[config.mk]
export PLATFORM = sky130hd
export DESIGN_NAME = fetch_unit
export DESIGN_NICKNAME = d
export VERILOG_FILES = /design/src/rtl/fetch_unit_pkg.sv /design/src/rtl/fetch_pc_reg.sv /design/src/rtl/fetch_unit.sv
export SDC_FILE = /design/constraint.sdc
export NUM_CORES = 1
export LEC_CHECK = 0
export CORE_ASPECT_RATIO = 0.75
export CORE_MARGIN = 5
export CORE_UTILIZATION = 50
export CTS_CLUSTER_DIAMETER = 80
export DETAILED_ROUTE_END_ITERATION = 10
export DONT_BUFFER_PORTS = 1
export MAX_ROUTING_LAYER = met4
export PLACE_DENSITY = 0.68
export SLEW_MARGIN = 20
export SYNTH_ARGS = -nofsm -noshare
export SYNTH_HDL_FRONTEND = slang
export SYNTH_SLANG_ARGS = --single-unit
[constraint.sdc]
create_clock -name clk -period 1.6 [get_ports clk]
set_input_delay 0.4 -clock clk [delete_from_list [all_inputs] [get_ports clk]]
set_output_delay 0.4 -clock clk [all_outputs]
set_load 0.03 [all_outputs]
[src/rtl/fetch_unit_pkg.sv]
// Shared definitions for the WISC instruction-fetch stage: state encoding,
// the word width seen by decode and the NOP/HALT encodings.
package fetch_unit_pkg;

   localparam int WORD_W = 16;

   localparam logic [WORD_W-1:0] NOP_INSTR   = 16'h0800;
   localparam logic [4:0]        HALT_OPCODE = 5'b00000;

   typedef enum logic [1:0] {
      ST_FETCH   = 2'd0,
      ST_WAIT    = 2'd1,
      ST_PRESENT = 2'd2,
      ST_HALTED  = 2'd3
   } fetch_state_e;

endpackage

[src/rtl/fetch_pc_reg.sv]
// Program counter for the fetch stage: a load always lands on a halfword
// boundary and takes priority over the +2 increment.
module fetch_pc_reg #(
   parameter logic [15:0] RESET_PC = 16'h0000
) (
   input  logic        clk,
   input  logic        rst,
   input  logic        load,
   input  logic [15:0] load_value,
   input  logic        inc,
   output logic [15:0] pc
);

   logic [15:0] pc_d;
   logic [15:0] pc_q;

   always_comb begin
      pc_d = pc_q;
      if (load) begin
         pc_d = load_value & 16'hFFFE;
      end else if (inc) begin
         pc_d = pc_q + 16'd2;
      end
   end

   always_ff @(posedge clk or negedge rst) begin
      if (!rst) begin
         pc_q <= RESET_PC;
      end else begin
         pc_q <= pc_d;
      end
   end

   assign pc = pc_q;

endmodule

[src/rtl/fetch_unit.sv]
// Instruction-fetch stage: one outstanding request to a variable-latency
// memory, stall/accept handshake to decode, redirect squashing and HALT stop.
module fetch_unit #(
   parameter logic [15:0] RESET_PC    = 16'h0000,
   parameter logic [15:0] NOP_INSTR   = fetch_unit_pkg::NOP_INSTR,
   parameter logic [4:0]  HALT_OPCODE = fetch_unit_pkg::HALT_OPCODE
) (
   input  logic        clk,
   input  logic        rst,
   input  logic        stall,
   input  logic        redirect_valid,
   input  logic [15:0] redirect_pc,
   output logic        imem_req,
   output logic [15:0] imem_addr,
   input  logic [15:0] imem_rdata,
   input  logic        imem_valid,
   output logic [15:0] instr,
   output logic        instr_valid,
   output logic [15:0] pc_plus2,
   output logic        halted,
   output logic        err
);

   import fetch_unit_pkg::*;

   fetch_state_e      state_q, state_d;
   logic              drop_q, drop_d;
   logic [WORD_W-1:0] instr_q, instr_d;
   logic              instr_valid_q, instr_valid_d;
   logic [WORD_W-1:0] pc_plus2_q, pc_plus2_d;
   logic              halted_q, halted_d;
   logic              err_q, err_d;
   logic [WORD_W-1:0] pc;
   logic              pc_inc;
   logic              fetch_req;

   fetch_pc_reg #(
      .RESET_PC (RESET_PC)
   ) u_pc_reg (
      .clk        (clk),
      .rst        (rst),
      .load       (redirect_valid),
      .load_value (redirect_pc),
      .inc        (pc_inc),
      .pc         (pc)
   );

   always_comb begin
      state_d       = state_q;
      drop_d        = drop_q;
      instr_d       = instr_q;
      instr_valid_d = instr_valid_q;
      pc_plus2_d    = pc_plus2_q;
      halted_d      = halted_q;
      err_d         = err_q | (redirect_valid & redirect_pc[0]);
      pc_inc        = 1'b0;
      fetch_req     = 1'b0;

      case (state_q)
         ST_FETCH: begin
            if (!redirect_valid) begin
               fetch_req = 1'b1;
               state_d   = ST_WAIT;
            end
         end
         ST_WAIT: begin
            // A response that races a redirect, or follows one, belongs to the old path.
            if (imem_valid) begin
               drop_d = 1'b0;
               if (redirect_valid || drop_q) begin
                  state_d = ST_FETCH;
               end else begin
                  instr_d       = imem_rdata;
                  instr_valid_d = 1'b1;
                  pc_plus2_d    = pc + 16'd2;
                  pc_inc        = 1'b1;
                  state_d       = ST_PRESENT;
               end
            end else if (redirect_valid) begin
               drop_d = 1'b1;
            end
         end
         ST_PRESENT: begin
            if (redirect_valid) begin
               instr_valid_d = 1'b0;
               instr_d       = NOP_INSTR;
               state_d       = ST_FETCH;
            end else if (!stall) begin
               instr_valid_d = 1'b0;
               instr_d       = NOP_INSTR;
               if (instr_q[15:11] == HALT_OPCODE) begin
                  halted_d = 1'b1;
                  state_d  = ST_HALTED;
               end else begin
                  fetch_req = 1'b1;
                  state_d   = ST_WAIT;
               end
            end
         end
         ST_HALTED: begin
            if (redirect_valid) begin
               halted_d = 1'b0;
               state_d  = ST_FETCH;
            end
         end
         default: begin
            state_d = ST_FETCH;
         end
      endcase
   end

   always_ff @(posedge clk or negedge rst) begin
      if (!rst) begin
         state_q       <= ST_FETCH;
         drop_q        <= 1'b0;
         instr_q       <= NOP_INSTR;
         instr_valid_q <= 1'b0;
         pc_plus2_q    <= RESET_PC + 16'd2;
         halted_q      <= 1'b0;
         err_q         <= 1'b0;
      end else begin
         state_q       <= state_d;
         drop_q        <= drop_d;
         instr_q       <= instr_d;
         instr_valid_q <= instr_valid_d;
         pc_plus2_q    <= pc_plus2_d;
         halted_q      <= halted_d;
         err_q         <= err_d;
      end
   end

   // No request may escape while the stage is held in reset.
   assign imem_req    = fetch_req & rst;
   assign imem_addr   = pc;
   assign instr       = instr_q;
   assign instr_valid = instr_valid_q;
   assign pc_plus2    = pc_plus2_q;
   assign halted      = halted_q;
   assign err         = err_q;

endmodule

* After elaboration in Yosys (flattened, before gate mapping) *
Cells that the tools add are included.

operators by class
  $add $sub $neg = 1
  eq/ne operators = 11
  mux-type cells = 35
  bitwise operators = 4
  reduce and logical (&&, ||, !) cells = 12

operators with widths
  kind                     number
  $mux W16                 6
  $pmux W16 S2             1
  $mux W1                  17
  $add A16 B2 Y16 const B  1
  $mux W2                  7
  $ne A2 B2 Y1 const B     7
  $pmux W2 S4              1
  $reduce_and A4 Y1        2
  $reduce_bool A2 Y1       4
  $pmux W1 S2              3
  $logic_not A5 Y1         1
  $reduce_and A5 Y1        1
  $eq A2 B2 Y1 const B     2
  $ne A3 B3 Y1 const B     1
  $reduce_and A3 Y1        1
  $and A1 B1 Y1            2
  $eq A2 B1 Y1 const B     1
  $logic_not A2 Y1         1
  $reduce_and A2 Y1        1
  $logic_or A1 B1 Y1       1
  $not A1 Y1               1
  $or A1 B1 Y1             1

storage, ports and cells
  register bits after elaboration = 54
  input port bits = 37
  output and inout port bits = 52
  logic and storage cells = 71

* Logic depth before layout (Yosys ltp) *
Gate-level depths: netlist of the first run.

  word-level depth = 6
  gate-level depth with buffers = 6
  mapped depth without buffers = 5

* By module *
A second synthesis of the first run with hierarchy kept.

second synthesis, totals
  cell total of the unflattened synthesis = 255
  area total of the unflattened synthesis = 2567.5 um^2

by module, submodules not included
  module        times used  cells an instance  area an instance (um^2)  seq. area each (um^2)
  fetch_unit    1           157                1669.1                   953.4
  fetch_pc_reg  1           98                 898.4                    375.4

* Worst setup path before layout of the first run *
Ideal clock, no wire load.

  path kind = register to register
  start point = register u_pc_reg.pc_q[5], in the netlist u_pc_reg.pc[5]
  end point = register u_pc_reg.pc_q[14], in the netlist u_pc_reg.pc[14]
  setup time = 0.124 ns
  arrival time = 1.805 ns
  data required time = 1.476 ns
  setup slack = -0.329 ns
  cell stages (with the launch flop) = 6
  path buffers = 1
  period minus slack after synthesis = 1.929 ns
  cells stage by stage = dfrtp_1 clkbuf_1 nand4_2 or3_1 o31a_1 o31a_1

between the ends
  word-level cells in the longest chain between the ends = 3

RTL lines
  element                 RTL line            source
  from (decl)             fetch_pc_reg.sv:15  logic [15:0] pc_q;
  from (signal assigned)  fetch_pc_reg.sv:30  pc_q <= pc_d;
  $add A16 B2 Y16         fetch_pc_reg.sv:22  pc_d = pc_q + 16'd2;
  $mux W16                fetch_pc_reg.sv:21  end else if (inc) begin
  $mux W16                fetch_pc_reg.sv:19  if (load) begin

No other way between the ends. The select of a mux whose other input is x is not followed.
A chain may end at the register's enable or synchronous reset.

* Worst setup path after layout of the first run *
  start point = register instr_q[13], in the netlist instr[13]
  end point = output imem_req

between the ends
  word-level cells in the longest chain between the ends = 6

RTL lines
  element                 RTL line           source
  from (decl)             fetch_unit.sv:28   logic [WORD_W-1:0] instr_q, instr_d;
  from (signal assigned)  fetch_unit.sv:124  instr_q <= instr_d;
  $logic_not A5 Y1        fetch_unit.sv:91   if (instr_q[15:11] == HALT_OPCODE) begin
  $mux W1                 fetch_unit.sv:91
  $mux W1                 fetch_unit.sv:88   end else if (!stall) begin
  $mux W1                 fetch_unit.sv:84   if (redirect_valid) begin
  $pmux W1 S2             fetch_unit.sv:59   case (state_q)
  $and A1 B1 Y1           fetch_unit.sv:133  assign imem_req = fetch_req & rst;
  to (decl)               fetch_unit.sv:13   output logic imem_req,

No other way between the ends.

==> flow_metrics.env, run 1 <==
export IMPL_p_per_area_nw_per_um2=1710
export IMPL_critPathMaxFanout=2
export IMPL_p_total_mw=5.18
export IMPL_drv_slew=0
export IMPL_ioPinCount=89
export IMPL_tns_ps=-974
export IMPL_dpl_cell_area_sq_um=2710
export IMPL_die_x_um=90.4
export IMPL_p_leak_nw=1.31
export IMPL_crit_type="register to primary output"
export IMPL_clk_path_buf_depth=2
export IMPL_ant_nets=0
export IMPL_num_rows=22
export IMPL_start_kind="register"
export IMPL_setup_viol=4
export IMPL_fp_coreArea_sq_um=4790
export IMPL_finish_instance_area_sq_um=3030
export IMPL_grtUsageTotal=0.197
export IMPL_cp_end_kind="primary output"
export IMPL_final_util=0.633
export IMPL_root_buffer="clkbuf_8"
export IMPL_area_delta_synth_final_pct=25.1
export IMPL_stdcell_count=336
export IMPL_ys_ff_latch=52
export IMPL_fmax_mhz=501
export IMPL_hold_violations=52
export IMPL_violations="negative hold slack, negative setup slack"
export IMPL_cts_clk_slew_worst_paths_ps=100
export IMPL_synthDistinctLibCells=37
export IMPL_clock_latency_ps=300
export IMPL_synth_cell_area_sq_um=2420
export IMPL_rsz0062_at_grt="true"
export IMPL_ys_seq_area_frac=0.538
export IMPL_cp_required_ps=1200
export IMPL_grt_pass1_vias=1852
export IMPL_vdd_ir_drop_max_mv=1.06
export IMPL_period_minus_slack_ps=2000
export IMPL_syn_area_per_cell_sq_um=9.93
export IMPL_drive_above_1_share=0.283
export IMPL_cts_buffers=5
export IMPL_drc_errors=0
export IMPL_maxCapViolCount=0
export IMPL_nets=313
export IMPL_die_y_um=70.3
export IMPL_grt_max_degree=54
export IMPL_fill_cells=388
export IMPL_clock_sinks=52
export IMPL_dr_pass1_iters=4
export IMPL_status="finished with violations"
export IMPL_wl_per_cell_um=17.6
export IMPL_hold_slack_ps=-222
export IMPL_grt_overflow=0
export IMPL_htreeDepth=2
export IMPL_syn_inst=244
export IMPL_initial_utilization=0.506
export IMPL_dpl_cell_count=317
export IMPL_place_gp_congestion=0.855
export IMPL_via_count=1893
export IMPL_hpwl_um=4110
export IMPL_die_area_sq_um=6350
export IMPL_hp_class="input port to asynchronous set/reset pin"
export IMPL_grt_pass1_wl_um=9680
export IMPL_yosysWarnings=0
export IMPL_place_ws_ps=-141
export IMPL_num_antenna_cells=0
export IMPL_cts_tree="built"
export IMPL_drtIter0Drc=95
export IMPL_vias_per_cell=5.63
export IMPL_period_share=1.25
export IMPL_portBuffers=0
export IMPL_crit_arrival_ps=1600
export IMPL_fin_skew_ps=7.45
export IMPL_antenna_found_initial=0
export IMPL_finalWirelength_um=5900
export IMPL_setup_ws_ps=-396
cell type report:
type	count	area, sq um	share of cell area
clock buffers	6	72.6	0.0239
inverters	6	22.5	0.00743
repair buffers	40	348	0.115
flip-flops and latches	52	1320	0.434
well taps	60	75.1	0.0248
multi-input cells	170	1180	0.390
clock inverters	2	16.3	0.00537
routing by layer:
metal	up-vias	routed length, um	GRT usage
met5	-	0	-
met4	0	79	0.0595
met2	66	2560	0.274
met1	920	2860	0.277
met3	6	404	0.0603
li1	901	-	-
cells in the final DEF (no fill, tap or decap), drive strengths merged, types with 4 or more instances in the layout:
cell type | synthesis | routed
o21ai | 29 | 29
xnor2 | 22 | 22
nand4 | 4 | 4
inv | 6 | 6
dfrtp | 50 | 50
nor2 | 13 | 13
buf | 5 | 40
a22o | 15 | 15
nor3 | 9 | 9
nor4 | 8 | 8
nand2 | 38 | 38
clkbuf | 12 | 6
synth_stat cells:
master | instances | share of area
a21oi_1 | 1 | 0.0021
a31oi_1 | 2 | 0.0052
nand4_2 | 1 | 0.0052
a21o_1 | 2 | 0.0062
conb_1 | 1 | 0.0015
nand4_1 | 3 | 0.0077
a21oi_2 | 1 | 0.0036
or3_1 | 1 | 0.0026
dfstp_2 | 2 | 0.022
dfrtp_1 | 50 | 0.52
o21ai_0 | 28 | 0.058
and3_1 | 2 | 0.0052
inv_1 | 6 | 0.0093
ha_1 | 1 | 0.0052
mux2i_1 | 1 | 0.0041
nand2b_1 | 3 | 0.0077
o31a_1 | 3 | 0.011
nand2_1 | 38 | 0.059
xnor2_1 | 22 | 0.080
clkbuf_1 | 12 | 0.019
or4_1 | 1 | 0.0031
a221oi_1 | 1 | 0.0036
nor2_1 | 12 | 0.019
nand3_1 | 3 | 0.0062
buf_4 | 3 | 0.0093
a22o_1 | 15 | 0.054
a21boi_0 | 1 | 0.0031
nand4bb_1 | 1 | 0.0046
nor4_1 | 8 | 0.021
a211oi_1 | 1 | 0.0031
or2_2 | 1 | 0.0026
o21ai_1 | 1 | 0.0021
and3b_1 | 1 | 0.0036
nor3_1 | 9 | 0.019
nor2_2 | 1 | 0.0026
buf_2 | 2 | 0.0041
xor2_1 | 3 | 0.011
report_power, final:
group | total (mW) | switching (mW) | internal [mW]
sequential | 2.83 | 1.03 | 1.80
clock | 0.753 | 0.440 | 0.312
combinational | 1.60 | 0.844 | 0.758
flip-flops by register name, indices dropped and copies added (netlist names):
register / flops
drop_q: 1
err: 1
halted: 1
instr: 16
instr_valid: 1
pc_plus2: 15
state_q: 2
u_pc_reg.pc: 15
worst max-delay path, cell delays in order (launching register included):
cell and delay (ps):
dfrtp_2 410, or4_4 530, nor2_4 110, o21ai_1 60, and3_4 180
path summary, 6_finish.rpt:
path                            depth (start not counted)             startpoint  slack, ps                     endpoint
min in group clk                                        1         redirect_valid        170       state_q[1]$_DFFE_PN0P_
worst max-delay path                                    4  instr[13]$_DFFE_PN0P_       -400                     imem_req
worst max register to register                         10  instr[13]$_DFFE_PN0P_       -300       state_q[1]$_DFFE_PN0P_
worst min-delay path                                    0                    rst       -220  u_pc_reg.pc[11]$_DFFE_PN0N_
max in group asynchronous                               0                    rst       1630      pc_plus2[1]$_DFFE_PN1P_
worst min register to register                          2     drop_q$_DFFE_PN0P_        520           drop_q$_DFFE_PN0P_
timing repair:
item                                    4_1_cts  5_1_grt
setup buffers                                 6       10
endpoints found under the setup margin       20       29
gates resized for setup                       6       18
pin swaps                                     6        8
gates cloned                                  0        0
hold endpoints to repair                     52       52
logic make-up after synthesis:
kind of cell / after synthesis / synth area share
and+or+nand+nor: 85 / 0.168
AOI/OAI and AO/OA: 56 / 0.152
DFF: 52 / 0.538
xor gates and xnor gates: 25 / 0.0903
buffers and inverters: 23 / 0.0413
adders and majority gates: 1 / 0.00516
other: 1 / 0.00155
muxes: 1 / 0.00413
Note: power is estimated with default switching activity, not from simulation.
==> inputs of run 2 (changes only) <==
RECOVER_POWER = 25   (was default)
==> results of run 2 <==
No change in the layout: final DEF, timing and power equal those of run 1.
==> variant 1, RTL diff (settings of run 1) <==
Reset style: synchronous (`rst`), changed in 2 clocked blocks.
--- a/src/rtl/fetch_pc_reg.sv
+++ b/src/rtl/fetch_pc_reg.sv
@@ -23,7 +23,7 @@
       end
    end
 
-   always_ff @(posedge clk or negedge rst) begin
+   always_ff @(posedge clk) begin
       if (!rst) begin
          pc_q <= RESET_PC;
       end else begin
--- a/src/rtl/fetch_unit.sv
+++ b/src/rtl/fetch_unit.sv
@@ -109,7 +109,7 @@
       endcase
    end
 
-   always_ff @(posedge clk or negedge rst) begin
+   always_ff @(posedge clk) begin
       if (!rst) begin
          state_q       <= ST_FETCH;
          drop_q        <= 1'b0;
Formal check against the unedited RTL: differs if rst is asserted again (counterexample within 4 cycles, from zero or initial values and one cycle with rst low); with rst held inactive, the same outputs for 10 cycles.
==> variant 1 against run 1 <==
The run ends with negative setup slack left. Count of clock-buffer cells in the layout up 2. Via count up 17%. Routed wire length up 18%. Global-route usage up 0.80 points. Final area about the same. Worst setup slack better by 31 ps. Maximum frequency up 1.6%. Sequential cell count unchanged. Area after synthesis up 1.0%. Sequential share of layout area down 8.5 points. Clock skew about the same. First-iteration DRC count up 110%. Synthesized cell count up 14%.
Power is not compared: it rests on default switching activity, and its combinational part moved more than twofold at a synthesized area within 25%.
==> variant 1: results (changes against run 1) <==
first-pass GRT wire length=10300 um (+6.7%); Area contributors post-synth=dfxtp_1 43%, nor2_1 5.4%, xnor2_1 5.4%; Vias/cell=6.00 (+6.5%); initial drt markers=199 (+110%); share of layout cells above drive strength 1=31.3% (+3.0 points); 1st-pass router iterations=4 (unchanged); final setup margin=-364 ps (+31.4 ps); largest net degree at the start of global routing=31 (-43%); Seq/Total Area, Yosys=42.5% (-11 points); FILL cells=405 (+4.4%); min-delay worst type=input port to flop; synth cell count leaders=52 x dfxtp_1, 35 x nor2_1, 23 x o21ai_0, 20 x a21oi_1, 15 x xnor2_1; met3 usage=6.48% (+0.45 points); failing checks=negative setup slack; final hold violation count=0 (-100%); syn avg cell area=8.81 sq um (-11%); Detail Placement HPWL=4600 um (+12%); Layout Cells excl Fill=370 (+10%); Cell variety after synth=49 (+32%); status=finished, violations left; vias in the first global route=2001 (+8.0%); Routability Congestion=0.828 (-3.2%); worst slack, placed=-153 ps (-11.9 ps); GRT met2 Usage=29.3% (+1.9 points); Setup-failing EPs final=13 (+9); Layout Nets=347 (+11%); Worst Path Arrival=1560 ps (-40 ps); WL/cell=18.9 um (+7.4%); Tot GR Track Use=20.5% (+0.80 points); Async SR Flop Fraction=0% (-100 points); clock skew=7.02 ps (-0.421 ps)
==> variant 1: path summary, 6_finish.rpt <==
path | slack [ps] | to | start | cells after the start
max | -360 | imem_req | instr[15] | 4
min | 170 | instr[11] | rst | 1
max reg2reg | -50 | halted | instr[15] | 6
min reg2reg | 580 | state_q[1] | state_q[0] | 2
==> variant 1: routing by layer <==
layer  wire length [um]  part of all wire (%)
met1               3130                    45
met5                  0                     0
met3                656                   9.4
met2               3120                    45
met4                 82                   1.2
==> variant 1: critical path, stage by stage, from the launching register on <==
cell and delay [ps]:
dfxtp_2 330, or4_4 540, nor2_4 120, o21ai_1 70, and3_4 180
==> variant 1: metrics by stage <==
step                      instance area, sq um  total power, mW  TNS, ps  utilization [%]
final                                     3030             2.70     -521             63.0
after global routing                      3030             2.80    -1710             63.0
after CTS                                 2860             2.67     -958             59.5
after detailed placement                  2720             1.89    -2270             56.5
after global placement                    2720             1.88    -1380             56.5
after floorplan                           2470             1.78    -1880                -
==> variant 1: kinds of logic (layout without fill, tap and decap cells) <==
| family | after synthesis | in the layout | synth area share [%] |
|---|---|---|---|
| simple gates | 92 | 92 | 20.1 |
| compound gates | 82 | 84 | 23.0 |
| flops | 52 | 52 | 42.5 |
| buf+inv | 28 | 57 | 5.83 |
| xor+xnor | 21 | 21 | 7.51 |
| fa+ha+maj | 1 | 1 | 0.511 |
| other cells | 1 | 2 | 0.153 |
| mux | 1 | 1 | 0.409 |
==> variant 1: power by group through the flow <==
stage,combinational [mW],sequential [mW],clock (mW)
global route,0.478,1.48,0.844
global placement,0.383,1.50,0
floorplan,0.233,1.55,0
CTS,0.408,1.47,0.795
finish,0.447,1.47,0.779
detailed placement,0.390,1.50,0
==> variant 1: cell type report <==
| type | count | area [sq um] | area share [%] |
|---|---|---|---|
| Multi-Input combinational cell | 201 | 1400 | 46.1 |
| Timing Repair Buffer | 44 | 392 | 12.9 |
| Sequential cell | 52 | 1060 | 34.9 |
| Tap cell | 60 | 75.1 | 2.47 |
| Clock buffer | 8 | 90.1 | 2.97 |
| Inverter | 5 | 18.8 | 0.619 |
==> variant 1: what timing repair did <==
action / 4_1_cts / 5_1_grt
pin swaps: 4 / 11
buffers inserted: 1 / 5
resized for setup: 7 / 26
cloned: 2 / 1
endpoints found under the setup margin: 18 / 30
hold buffers: 0 / 0
==> variant 2, RTL diff (settings of run 1) <==
Without the edit above. Re-encode `fetch_state_e` (4 states) as Gray code, 2 bits wide.
--- a/src/rtl/fetch_unit_pkg.sv
+++ b/src/rtl/fetch_unit_pkg.sv
@@ -8,10 +8,10 @@
    localparam logic [4:0]        HALT_OPCODE = 5'b00000;
 
    typedef enum logic [1:0] {
-      ST_FETCH   = 2'd0,
-      ST_WAIT    = 2'd1,
-      ST_PRESENT = 2'd2,
-      ST_HALTED  = 2'd3
+      ST_FETCH   = 2'b00,
+      ST_WAIT    = 2'b01,
+      ST_PRESENT = 2'b11,
+      ST_HALTED  = 2'b10
    } fetch_state_e;
 
 endpackage
Formal check against the unedited RTL: same outputs for any inputs over 10 cycles, from zero or initial values and one cycle with rst low; not proved beyond that.
==> variant 2 against run 1 <==
The flow still finishes with violations (negative hold slack, negative setup slack). Area after synthesis grew 9.3%. Worst setup slack lost 95 ps. Routed wire length grew 26%. Total power grew 32%. Final area up 25%. Register-to-register slack improved by 120 ps. Sequential cell count stayed put. Core utilization grew 9.2 points. Critical path type unchanged. Largest power group is now combinational logic.
==> variant 2: results (changes against run 1) <==
status=finished, violations left; failing checks=negative hold slack, negative setup slack; Met3 Routed Length=558 um (+38%); clock network fraction of design power=13.4% (-1.1 points); share of layout cells above drive strength 1=44.2% (+16 points); xor/xnor cell area share of the yosys netlist=7.27% (-1.8 points); Crit. Startpoint=instr[14]; Tot GR Track Use=20.2% (+0.48 points); Setup-failing EPs final=30 (+26); sum of negative setup slack=-3870 ps (-2900 ps); synth cell count leaders=55 x nand2_1, 50 x dfrtp_1, 43 x o21ai_0, 18 x xnor2_1, 17 x nand2b_1; hold slack=-226 ps (-3.70 ps); mux cell area share after synthesis=0.378% (-0.035 points); clock skew=7.17 ps (-0.272 ps); met1 wire length=3200 um (+12%); first-pass GRT wire length=10700 um (+10%); final setup margin=-491 ps (-95.2 ps); vias=2287 (+21%); initial drt markers=162 (+71%); Placed Area=3080 sq um (+14%); met3 usage=5.36% (-0.67 points); Worst IR Drop VDD=0.000863 V (-19%); Clk. pwr=0.918 mW (+22%); Routability Congestion=0.775 (-9.4%); final hold violation count=52 (unchanged); Worst R2R End=instr[5]
variant 2: cell types whose count changed in the layout (fill, tap and decap cells not counted), moves of 8 or more:
cell / change
o21ai_0: -21
a22o_1: -15
nand2b_1: +14
buf_6: +11
o21ai_1: +27
buf_4: +11
o21ai_2: +8
nand2_2: +15
variant 2: area by class of cell:
class                   instances  area (sq um)
clock buffers                   6          72.6
clock inverters                 2          38.8
fillers                       388          1440
inverters                       6          22.5
multi-input cells             212          1610
flip-flops and latches         52          1320
well taps                      75          93.8
repair buffers                 66           644
variant 2: worst min-delay path by stage:
stage | endpoint | slack, ps | depth (start not counted)
after floorplan | drop_q | 100 | 0
after global placement | instr[9] | 110 | 0
after detailed placement | instr[9] | 110 | 0
after CTS | u_pc_reg.pc[15] | -230 | 0
after global routing | instr[13] | -250 | 0
final | u_pc_reg.pc[1] | -230 | 0
